<file path="src/rtl/jk_clk_step_gen_if.sv">
// rtl/jk_clk_step_gen_if.sv - button/switch inputs and clock/JK outputs of the step generator
interface jk_clk_step_gen_if;
    logic       BTN_STEP;
    logic       BTN_MODE;
    logic [1:0] SW_J;
    logic [1:0] SW_K;
    logic       CLK_OUT;
    logic       MODE;
    logic [1:0] J_OUT;
    logic [1:0] K_OUT;
    logic [7:0] EDGE_CNT;

    modport master (
        output BTN_STEP, BTN_MODE, SW_J, SW_K,
        input  CLK_OUT, MODE, J_OUT, K_OUT, EDGE_CNT
    );

    modport slave (
        input  BTN_STEP, BTN_MODE, SW_J, SW_K,
        output CLK_OUT, MODE, J_OUT, K_OUT, EDGE_CNT
    );
endinterface

</file>
<file path="src/rtl/jk_clk_step_gen.sv">
// rtl/jk_clk_step_gen.sv - debounced step/run clock generator with J/K capture and edge counter
module jk_clk_step_gen #(
    parameter int DEB_CYCLES = 50000,
    parameter int PULSE_LEN  = 4,
    parameter int HALF       = 25000000
) (
    input  logic              CLK,
    input  logic              CLR,
    jk_clk_step_gen_if.slave  io
);
    localparam int DW   = $clog2(DEB_CYCLES + 1);
    localparam int TMAX = (PULSE_LEN > HALF) ? PULSE_LEN : HALF;
    localparam int TW   = $clog2(TMAX + 1);

    typedef enum logic [1:0] {STEP_IDLE, STEP_HI, RUN_LO, RUN_HI} state_t;

    // raw bit order: {step, mode, J[1:0], K[1:0]}
    logic [5:0] raw;
    logic [5:0] s1_q, s2_q;
    assign raw = {io.BTN_STEP, io.BTN_MODE, io.SW_J, io.SW_K};

    logic [1:0]         btn_s;
    logic [1:0]         deb_q, deb_d, deb_prev_q;
    logic [1:0][DW-1:0] dcnt_q, dcnt_d;
    logic               step_req, mode_req;

    state_t        state_q, state_d;
    logic [TW-1:0] timer_q, timer_d;
    logic          pend_q, pend_d;
    logic          clk_out_q, clk_out_d;
    logic          mode_q, mode_d;
    logic [1:0]    j_q, j_d, k_q, k_d;
    logic [7:0]    edge_cnt_q, edge_cnt_d;

    assign btn_s = s2_q[5:4];

    always_comb begin
        deb_d  = deb_q;
        dcnt_d = '0;
        for (int b = 0; b < 2; b++) begin
            if (btn_s[b] != deb_q[b]) begin
                if (dcnt_q[b] == DW'(DEB_CYCLES - 1)) begin
                    deb_d[b] = btn_s[b];
                end else begin
                    dcnt_d[b] = dcnt_q[b] + 1'b1;
                end
            end
        end
    end

    assign step_req = deb_q[1] & ~deb_prev_q[1];
    assign mode_req = deb_q[0] & ~deb_prev_q[0];

    always_comb begin
        state_d = state_q;
        timer_d = timer_q + 1'b1;
        pend_d  = pend_q;
        case (state_q)
            STEP_IDLE: begin
                timer_d = '0;
                if (mode_req) begin
                    state_d = RUN_LO;
                end else if (step_req) begin
                    state_d = STEP_HI;
                end
            end
            STEP_HI: begin
                if (mode_req) pend_d = 1'b1;
                if (timer_q == TW'(PULSE_LEN - 1)) begin
                    timer_d = '0;
                    pend_d  = 1'b0;
                    state_d = (pend_q | mode_req) ? RUN_LO : STEP_IDLE;
                end
            end
            RUN_LO: begin
                if (mode_req) begin
                    state_d = STEP_IDLE;
                    timer_d = '0;
                    pend_d  = 1'b0;
                end else if (timer_q == TW'(HALF - 1)) begin
                    state_d = RUN_HI;
                    timer_d = '0;
                end
            end
            RUN_HI: begin
                // a mode exit lets the high phase finish so no short pulse is emitted
                if (mode_req) pend_d = 1'b1;
                if (timer_q == TW'(HALF - 1)) begin
                    timer_d = '0;
                    pend_d  = 1'b0;
                    state_d = (pend_q | mode_req) ? STEP_IDLE : RUN_LO;
                end
            end
            default: begin
                state_d = STEP_IDLE;
                timer_d = '0;
                pend_d  = 1'b0;
            end
        endcase
    end

    always_comb begin
        clk_out_d  = (state_d == STEP_HI) || (state_d == RUN_HI);
        mode_d     = (state_d == RUN_LO) || (state_d == RUN_HI);
        j_d        = j_q;
        k_d        = k_q;
        edge_cnt_d = edge_cnt_q;
        if (!clk_out_q && clk_out_d) begin
            j_d = s2_q[3:2];
            k_d = s2_q[1:0];
        end
        if (clk_out_q && !clk_out_d) begin
            edge_cnt_d = edge_cnt_q + 8'd1;
        end
    end

    always_ff @(posedge CLK) begin
        if (CLR) begin
            s1_q       <= '0;
            s2_q       <= '0;
            deb_q      <= '0;
            deb_prev_q <= '0;
            dcnt_q     <= '0;
            state_q    <= STEP_IDLE;
            timer_q    <= '0;
            pend_q     <= 1'b0;
            clk_out_q  <= 1'b0;
            mode_q     <= 1'b0;
            j_q        <= '0;
            k_q        <= '0;
            edge_cnt_q <= '0;
        end else begin
            s1_q       <= raw;
            s2_q       <= s1_q;
            deb_q      <= deb_d;
            deb_prev_q <= deb_q;
            dcnt_q     <= dcnt_d;
            state_q    <= state_d;
            timer_q    <= timer_d;
            pend_q     <= pend_d;
            clk_out_q  <= clk_out_d;
            mode_q     <= mode_d;
            j_q        <= j_d;
            k_q        <= k_d;
            edge_cnt_q <= edge_cnt_d;
        end
    end

    assign io.CLK_OUT  = clk_out_q;
    assign io.MODE     = mode_q;
    assign io.J_OUT    = j_q;
    assign io.K_OUT    = k_q;
    assign io.EDGE_CNT = edge_cnt_q;
endmodule

</file>
<file path="src/flat_wrapper.sv">
// flat-port wrapper written by rule: the top's interface ports become plain ports
module jk_clk_step_gen_flat 
#(
    parameter int DEB_CYCLES = 50000,
    parameter int PULSE_LEN  = 4,
    parameter int HALF       = 25000000
)
  (CLK, CLR, io_BTN_STEP, io_BTN_MODE, io_SW_J, io_SW_K, io_CLK_OUT, io_MODE, io_J_OUT, io_K_OUT, io_EDGE_CNT);
  jk_clk_step_gen_if io_i ();
  input  logic CLK;
  input  logic CLR;
  input wire logic [$bits(io_i.BTN_STEP)-1:0] io_BTN_STEP;
  input wire logic [$bits(io_i.BTN_MODE)-1:0] io_BTN_MODE;
  input wire logic [$bits(io_i.SW_J)-1:0] io_SW_J;
  input wire logic [$bits(io_i.SW_K)-1:0] io_SW_K;
  output wire logic [$bits(io_i.CLK_OUT)-1:0] io_CLK_OUT;
  output wire logic [$bits(io_i.MODE)-1:0] io_MODE;
  output wire logic [$bits(io_i.J_OUT)-1:0] io_J_OUT;
  output wire logic [$bits(io_i.K_OUT)-1:0] io_K_OUT;
  output wire logic [$bits(io_i.EDGE_CNT)-1:0] io_EDGE_CNT;
  assign io_i.BTN_STEP = io_BTN_STEP;
  assign io_i.BTN_MODE = io_BTN_MODE;
  assign io_i.SW_J = io_SW_J;
  assign io_i.SW_K = io_SW_K;
  assign io_CLK_OUT = io_i.CLK_OUT;
  assign io_MODE = io_i.MODE;
  assign io_J_OUT = io_i.J_OUT;
  assign io_K_OUT = io_i.K_OUT;
  assign io_EDGE_CNT = io_i.EDGE_CNT;
  jk_clk_step_gen #(.DEB_CYCLES(DEB_CYCLES), .PULSE_LEN(PULSE_LEN), .HALF(HALF)) u_core (.CLK(CLK), .CLR(CLR), .io(io_i));
endmodule
</file>
<file path="config.mk">
export PLATFORM = sky130hd
export DESIGN_NAME = jk_clk_step_gen_flat
export DESIGN_NICKNAME = d
export VERILOG_FILES = /design/src/rtl/jk_clk_step_gen_if.sv /design/src/rtl/jk_clk_step_gen.sv /design/src/flat_wrapper.sv
export SDC_FILE = /design/constraint.sdc
export NUM_CORES = 1
export LEC_CHECK = 0
export ABC_AREA = 1
export ABC_CLOCK_PERIOD_IN_PS = 1750
export CORE_MARGIN = 8
export CORE_UTILIZATION = 55
export DETAILED_ROUTE_END_ITERATION = 7
export GPL_TIMING_DRIVEN = 0
export PLACE_DENSITY = 0.74
export RECOVER_POWER = 100
export SLEW_MARGIN = 15
export SYNTH_ARGS = -nofsm -noshare
export SYNTH_HDL_FRONTEND = slang
export SYNTH_SLANG_ARGS = --single-unit
</file>
<file path="constraint.sdc">
create_clock -name CLK -period 1.75 [get_ports CLK]
set_input_delay 0.175 -clock CLK [delete_from_list [all_inputs] [get_ports CLK]]
set_output_delay 0.175 -clock CLK [all_outputs]
set_load 0.02 [all_outputs]
</file>
# Yosys cells after proc, flatten, opt, wreduce, memory -nomap -nowiden
# Cells that the tools add are included.
[totals]
output_inout_bits = 14
reg_bits = 90
inputBits = 8
elab_cells = 70
[op_classes]
reduce_logical = 13
eq_ne = 13
mux = 18
addsub = 4
n_bitwise = 7
[ops]
columns = ["cell", "n"]
rows = [
  ["case mux 25 bit (4 select lines)", 1],
  ["2-to-1 mux 25 bit", 3],
  ["adder 16 x 1 -> 16 bit, second input constant", 2],
  ["== test 16 bit, second input constant", 2],
  ["adder 25 x 1 -> 25 bit, second input constant", 1],
  ["== test 25 x 2 -> 1 bit, second input constant", 1],
  ["== test 25 bit, second input constant", 1],
  ["2-to-1 mux 2 bit", 8],
  ["adder 8 x 1 -> 8 bit, second input constant", 1],
  ["== test 2 bit, second input constant", 4],
  ["case mux 2 bit (4 select lines)", 1],
  ["AND reduction 2 bit", 3],
  ["OR reduction 3 bit", 2],
  ["== test 2 x 1 -> 1 bit, second input constant", 2],
  ["2-to-1 mux 1 bit", 4],
  ["inverter 1 bit", 4],
  ["case mux 1 bit (3 select lines)", 1],
  ["nonzero test 3 bit", 1],
  ["bitwise AND 1 bit", 2],
  ["logical AND 1 bit", 2],
  ["zero test 1 bit", 2],
  ["zero test 2 bit", 1],
  ["logical OR 1 bit", 2],
  ["inequality test 1 bit", 2],
  ["2 further kinds", 2],
]

# Longest topological paths before layout
[depth]
ltp_word = 10
depth_mapped = 14
depth_no_buf = 13

# Worst setup path before layout
# OpenSTA, ideal clock, no wires.
[synth_path]
kind = "reg-to-reg"
startpoint = "register u_core.timer_q[0]"
endpoint = "register u_core.j_q[0] (netlist: u_core.io.J_OUT[0])"
arrival_ps = 1495
stages_incl_launch_ff = 14
t_required_ps = 1635
setup_time_ps = 115
setup_slack_ps = 140
path_buffers = 1
path_cell_list = "dfxtp_1 > ha_1 > nand2_2 > nor2_8 > nand3_2 > nor2_2 > nand2_1 > nand2_2 > nand3_2 > nand2_2 > buf_6 > nand2_4 > a21oi_1 > nor2_1"
[synth_between]
elab_chain_cells = 7
elab_cells_between_ends = 11
classes_between = "eq/ne (4); mux (5); reduce/logical (2)"
[synth_lines]
columns = ["element", "line", "text"]
rows = [
  ["from (decl)", "jk_clk_step_gen.sv:28", "logic [TW-1:0] timer_q, timer_d;"],
  ["from (signal assigned)", "jk_clk_step_gen.sv:139", "timer_q <= timer_d;"],
  ["== test 25 bit", "jk_clk_step_gen.sv:80, jk_clk_step_gen.sv:88", ""],
  ["2-to-1 mux 2 bit", "jk_clk_step_gen.sv:80", "end else if (timer_q == TW'(HALF - 1)) begin"],
  ["2-to-1 mux 2 bit", "jk_clk_step_gen.sv:76", "if (mode_req) begin"],
  ["case mux 2 bit (4 select lines) *", "jk_clk_step_gen.sv:58", "case (state_q)"],
  ["== test 2 x 1 -> 1 bit / == test 2 bit (equally long branches)", "jk_clk_step_gen.sv:103", "clk_out_d = (state_d == STEP_HI) || (state_d == RUN_HI);"],
  ["logical OR 1 bit *", "jk_clk_step_gen.sv:103", ""],
  ["logical AND 1 bit *", "jk_clk_step_gen.sv:108", "if (!clk_out_q && clk_out_d) begin"],
  ["to (signal assigned)", "jk_clk_step_gen.sv:143", "j_q <= j_d;"],
  ["to (decl)", "jk_clk_step_gen.sv:32", "logic [1:0] j_q, j_d, k_q, k_d;"],
]
# Mark *: on every way between the ends. The rest lies on a longest branch, timed or not.
# A chain may end at the register's enable or synchronous reset.

# Final worst setup path
[layout_path]
startpoint = "register u_core.timer_q[1]"
endpoint = "register u_core.timer_q[21]"
[layout_between]
elab_chain_cells = 4
elab_cells_between_ends = 7
classes_between = "add/sub (1); eq/ne (2); mux (4)"
[layout_lines]
columns = ["element", "line"]
rows = [
  ["adder 25 x 1 -> 25 bit / == test 25 bit (equally long branches)", "jk_clk_step_gen.sv:56, jk_clk_step_gen.sv:80, jk_clk_step_gen.sv:88"],
  ["2-to-1 mux 25 bit", "jk_clk_step_gen.sv:80, jk_clk_step_gen.sv:88"],
  ["2-to-1 mux 25 bit", "jk_clk_step_gen.sv:76"],
  ["case mux 25 bit (4 select lines) *", "jk_clk_step_gen.sv:58"],
]
# Marked as above.

==> results_tabular.tex <==
\begin{tabular}{lr}
\hline
Metric & Value \\
\hline
\multicolumn{2}{l}{\textbf{Synth}} \\
Largest cells by area after synthesis & dfxtp\_1, nor2\_1, nand2\_1, inv\_1, xor2\_1 \\
Mean instance size in the synthesized netlist & 7.43 µm² \\
Post-synthesis cell area & 4110 µm² \\
Most area-hungry cell type in the Yosys netlist & dfxtp\_1 \\
Proportion of synthesized chip area in sequential cells & 0.433 \\
Flip-flop and latch count after synthesis & 89 \\
Number of distinct standard cells referenced by the synthesized netlist & 44 \\
Post-synth EDFFs & 0 \\
Most common flop cell mapped by yosys & dfxtp\_1 \\
Cell count after synthesis & 554 \\
Nets in the synthesized netlist & 566 \\
Proportion of register bits with asynchronous set or reset after synthesis & 0 \\
Warnings, synthesis & 0 \\
Share of the synthesized area in the top cell type & 0.433 \\
\multicolumn{2}{l}{\textbf{Clocking}} \\
Worst skew pair latency & 0.36 ns \\
CTS buffer count & 9 \\
Hold-fix buffers, CTS & 0 \\
Buffer depth of the longest clock path & 2 \\
Clk sink count & 89 \\
Clock slew at the register clock pins of the worst setup and hold paths & 0.09 ns \\
Root buffer cell & clkbuf\_8 \\
TritonCTS clock tree & built \\
Number of H-tree levels & 3 \\
\multicolumn{2}{l}{\textbf{Floorplanning}} \\
Floorplan core area & 7250 µm² \\
Number of primary I/O pins & 22 \\
Effective utilization at floorplan & 0.567 \\
Overall die area & 10500 µm² \\
Number of rows created at floorplan & 31 \\
Die Height & 102 µm \\
Width of the die & 102 µm \\
\multicolumn{2}{l}{\textbf{Run status}} \\
Status & complete, but fails checks \\
Violations in the final reports & setup timing \\
\multicolumn{2}{l}{\textbf{Final layout}} \\
Area delta synth->final & 21.6\% \\
Share of cells above drive strength 1 & 0.187 \\
Multi-input combinational cell area & 2180 µm² \\
Final antenna diode count & 0 \\
Layout fillers & 600 \\
Final non-filler cell area & 5000 µm² \\
Non-Filler Instances & 709 \\
Sequential standard cell area & 1790 µm² \\
Final layout net count & 617 \\
\multicolumn{2}{l}{\textbf{Global routing}} \\
First-pass GRT wire length & 14.2 mm \\
Maximum number of pins on one net before global-route repair & 17 \\
Number of antenna violations at the first check in global routing & 0 \\
Number of global-route vias before repair & 3308 \\
Remaining global-route overflow & 0 \\
GRT Overall Usage & 0.167 \\
\multicolumn{2}{l}{\textbf{STA}} \\
Fin worst setup slack & -0.0297 ns \\
Minimum clock period & 1.78 ns \\
Unrepaired setup endpoints after global routing & true \\
Number of pins exceeding their max-slew limit in the final report & 0 \\
Setup Skew & 0.00960 ns \\
Slew at the pin with the worst max-slew slack & 0.536 ns \\
Share of the clock period used by the worst path & 1.02 \\
Max\_slew headroom & 0.640 \\
Maximum operating frequency & 562 MHz \\
Final setup TNS & -0.0712 ns \\
Hold violation total from the final report & 0 \\
Number of endpoints failing setup at the final stage & 5 \\
\multicolumn{2}{l}{\textbf{Detailed routing}} \\
1st-iter DRT viols & 223 \\
Post-DR vias/cell & 5.07 \\
Final wirelength & 8.77 mm \\
Routed wire per std cell & 12.4 µm \\
Number of iterations in the first detailed-routing pass & 4 \\
Via total after detailed routing & 3597 \\
DRC Markers & 0 \\
Remaining antenna violation count & 0 \\
\multicolumn{2}{l}{\textbf{Power and ir drop}} \\
Pwr dens & 730 nW/µm² \\
Largest vdd supply drop & 0.609 mV \\
Leakage component of the power & 1.97 nW \\
Post-layout power & 0.00365 W \\
\multicolumn{2}{l}{\textbf{Placement}} \\
\# port buffers & 20 \\
Standard cell area after detailed placement & 4440 µm² \\
Detailed placement HPWL & 5.74 mm \\
Post-Place Cells & 673 \\
RD Place Congestion & 0.887 \\
\multicolumn{2}{l}{\textbf{Critical path}} \\
WP data required & 2.03 ns \\
Number of cell instances on the worst register-to-register path & 10 \\
Kind of end point of the critical path & flip-flop \\
Crit path kind & reg2reg \\
Startpoint kind of the worst setup timing path & flip-flop \\
CP Data Arrival Time & 2.06 ns \\
Worst-path fanout max & 6 \\
\multicolumn{2}{l}{\textbf{Worst hold path}} \\
Path category of the worst min-delay check & in2reg \\
Count of cells along the worst hold path & 2 \\
\multicolumn{2}{l}{\textbf{Flow run}} \\
Max-cap violations & 0 \\
\hline
\end{tabular}
worst paths after layout:
path / from / to / slack (ns)
setup / recovery: u_core.timer_q[1] / u_core.timer_q[21] / -0.03
hold / removal: CLR / u_core.io.CLK_OUT / 0.22
setup reg to reg: u_core.timer_q[1] / u_core.timer_q[21] / -0.03
hold reg to reg: u_core.s1_q[2] / u_core.s2_q[2] / 0.41
state kept, by name, indices dropped and copies added (netlist names):
| register | count |
|---|---|
| u_core.dcnt_q | 32 |
| u_core.deb_prev_q | 2 |
| u_core.deb_q | 2 |
| u_core.io.CLK_OUT | 1 |
| u_core.io.EDGE_CNT | 8 |
| u_core.io.J_OUT | 2 |
| u_core.io.K_OUT | 2 |
| u_core.io.MODE | 1 |
| u_core.pend_q | 1 |
| u_core.s1_q | 6 |
| u_core.s2_q | 6 |
| u_core.state_q | 1 |
| u_core.timer_q | 25 |
routing by layer:
| metal | track usage | routed length (µm) | up-vias |
|---|---|---|---|
| met3 | 0.0477 | 324 | 9 |
| met1 | 0.199 | 4110 | 1653 |
| met5 | 0 | 0 | - |
| met2 | 0.281 | 4250 | 63 |
| li1 | - | - | 1872 |
| met4 | 0.0553 | 82 | 0 |
synthesized netlist by cell type (4+ instances only):
master and instances:
nand4_1 17, o21ai_0 11, xnor2_1 9, inv_1 68
nor4_1 4, nand2_1 83, nor3_1 15, nor3b_1 5
xor2_1 18, nor2_1 110, dfxtp_1 89, ha_1 4
nand3_1 29, inv_2 5, nand2_2 6, nor2_2 8
a21oi_1 30, nand3_2 5
logic make-up (layout without fill, tap and decap cells):
family	Yosys count	in the layout	synth area share
xor gates and xnor gates	27	27	0.0575
and+or+nand+nor	299	300	0.351
buffers and inverters	86	141	0.0824
AOI/OAI and AO/OA	49	49	0.0642
adders and majority gates	4	4	0.0122
DFF	89	89	0.433
power by group:
part,switching (W),internal (W),total [W]
sequential,0.0000233,0.00206,0.00208
clock,0.000775,0.000540,0.00132
combinational,0.000151,0.000103,0.000254
total,0.000950,0.00270,0.00365
cells in the final DEF (no fill, tap or decap), types with 3 or more instances in the layout:
master           instances
dfxtp_1                 83
inv_1                   66
nor3_4                   3
inv_6                    3
o21ai_0                  7
nor3_2                   3
clkdlybuf4s50_1          9
nand2_2                  8
a21oi_1                 28
o21ai_1                  3
nor3b_1                  5
nor2_2                  15
nand2_1                 79
clkbuf_8                 9
nand4_1                 17
xor2_1                  18
or2_2                    3
nand3_2                  6
nor2_4                   4
inv_2                    7
nor2_1                 101
buf_4                   14
xnor2_1                  9
clkbuf_1                 4
dlygate4sd3_1           11
nand3_1                 26
nor4_1                   4
dfxtp_2                  5
nor3_1                  13
critical path: stages, from the launching register on:
cell and delay, ns:
dfxtp_4 0.36, ha_4 0.16, buf_4 0.13, nand3_1 0.07
nor2_1 0.04, nand3_1 0.10, nand2_1 0.11, o21ai_1 0.17
nand2_2 0.19, buf_4 0.18, nor3b_1 0.18
per-stage QoR:
stage / hold slack, ns / setup slack (ns) / utilization
after global routing: 0.235 / -0.157 / 0.690
after floorplan: 0.282 / 0.140 / -
after global placement: 0.393 / -0.146 / 0.612
after CTS: 0.216 / 0.00175 / 0.650
after detailed placement: 0.396 / -0.190 / 0.612
final: 0.222 / -0.0297 / 0.690
final cells by class:
cell class	instances	share of cell area
plain buffers	9	0.0138
clock buffers	10	0.0255
clock inverters	6	0.0100
inverters	77	0.0585
multi-input cells	380	0.436
flip-flops and latches	89	0.358
well taps	99	0.0248
repair buffers	38	0.0713
repair inverters	1	0.00150
what timing repair did:
item	4_1_cts	5_1_grt
resized for setup	11	53
cloned	1	3
pin swaps	5	22
setup buffers	5	11
endpoints found under the setup margin	44	69
No activity file was read; power rests on OpenSTA's default activity.
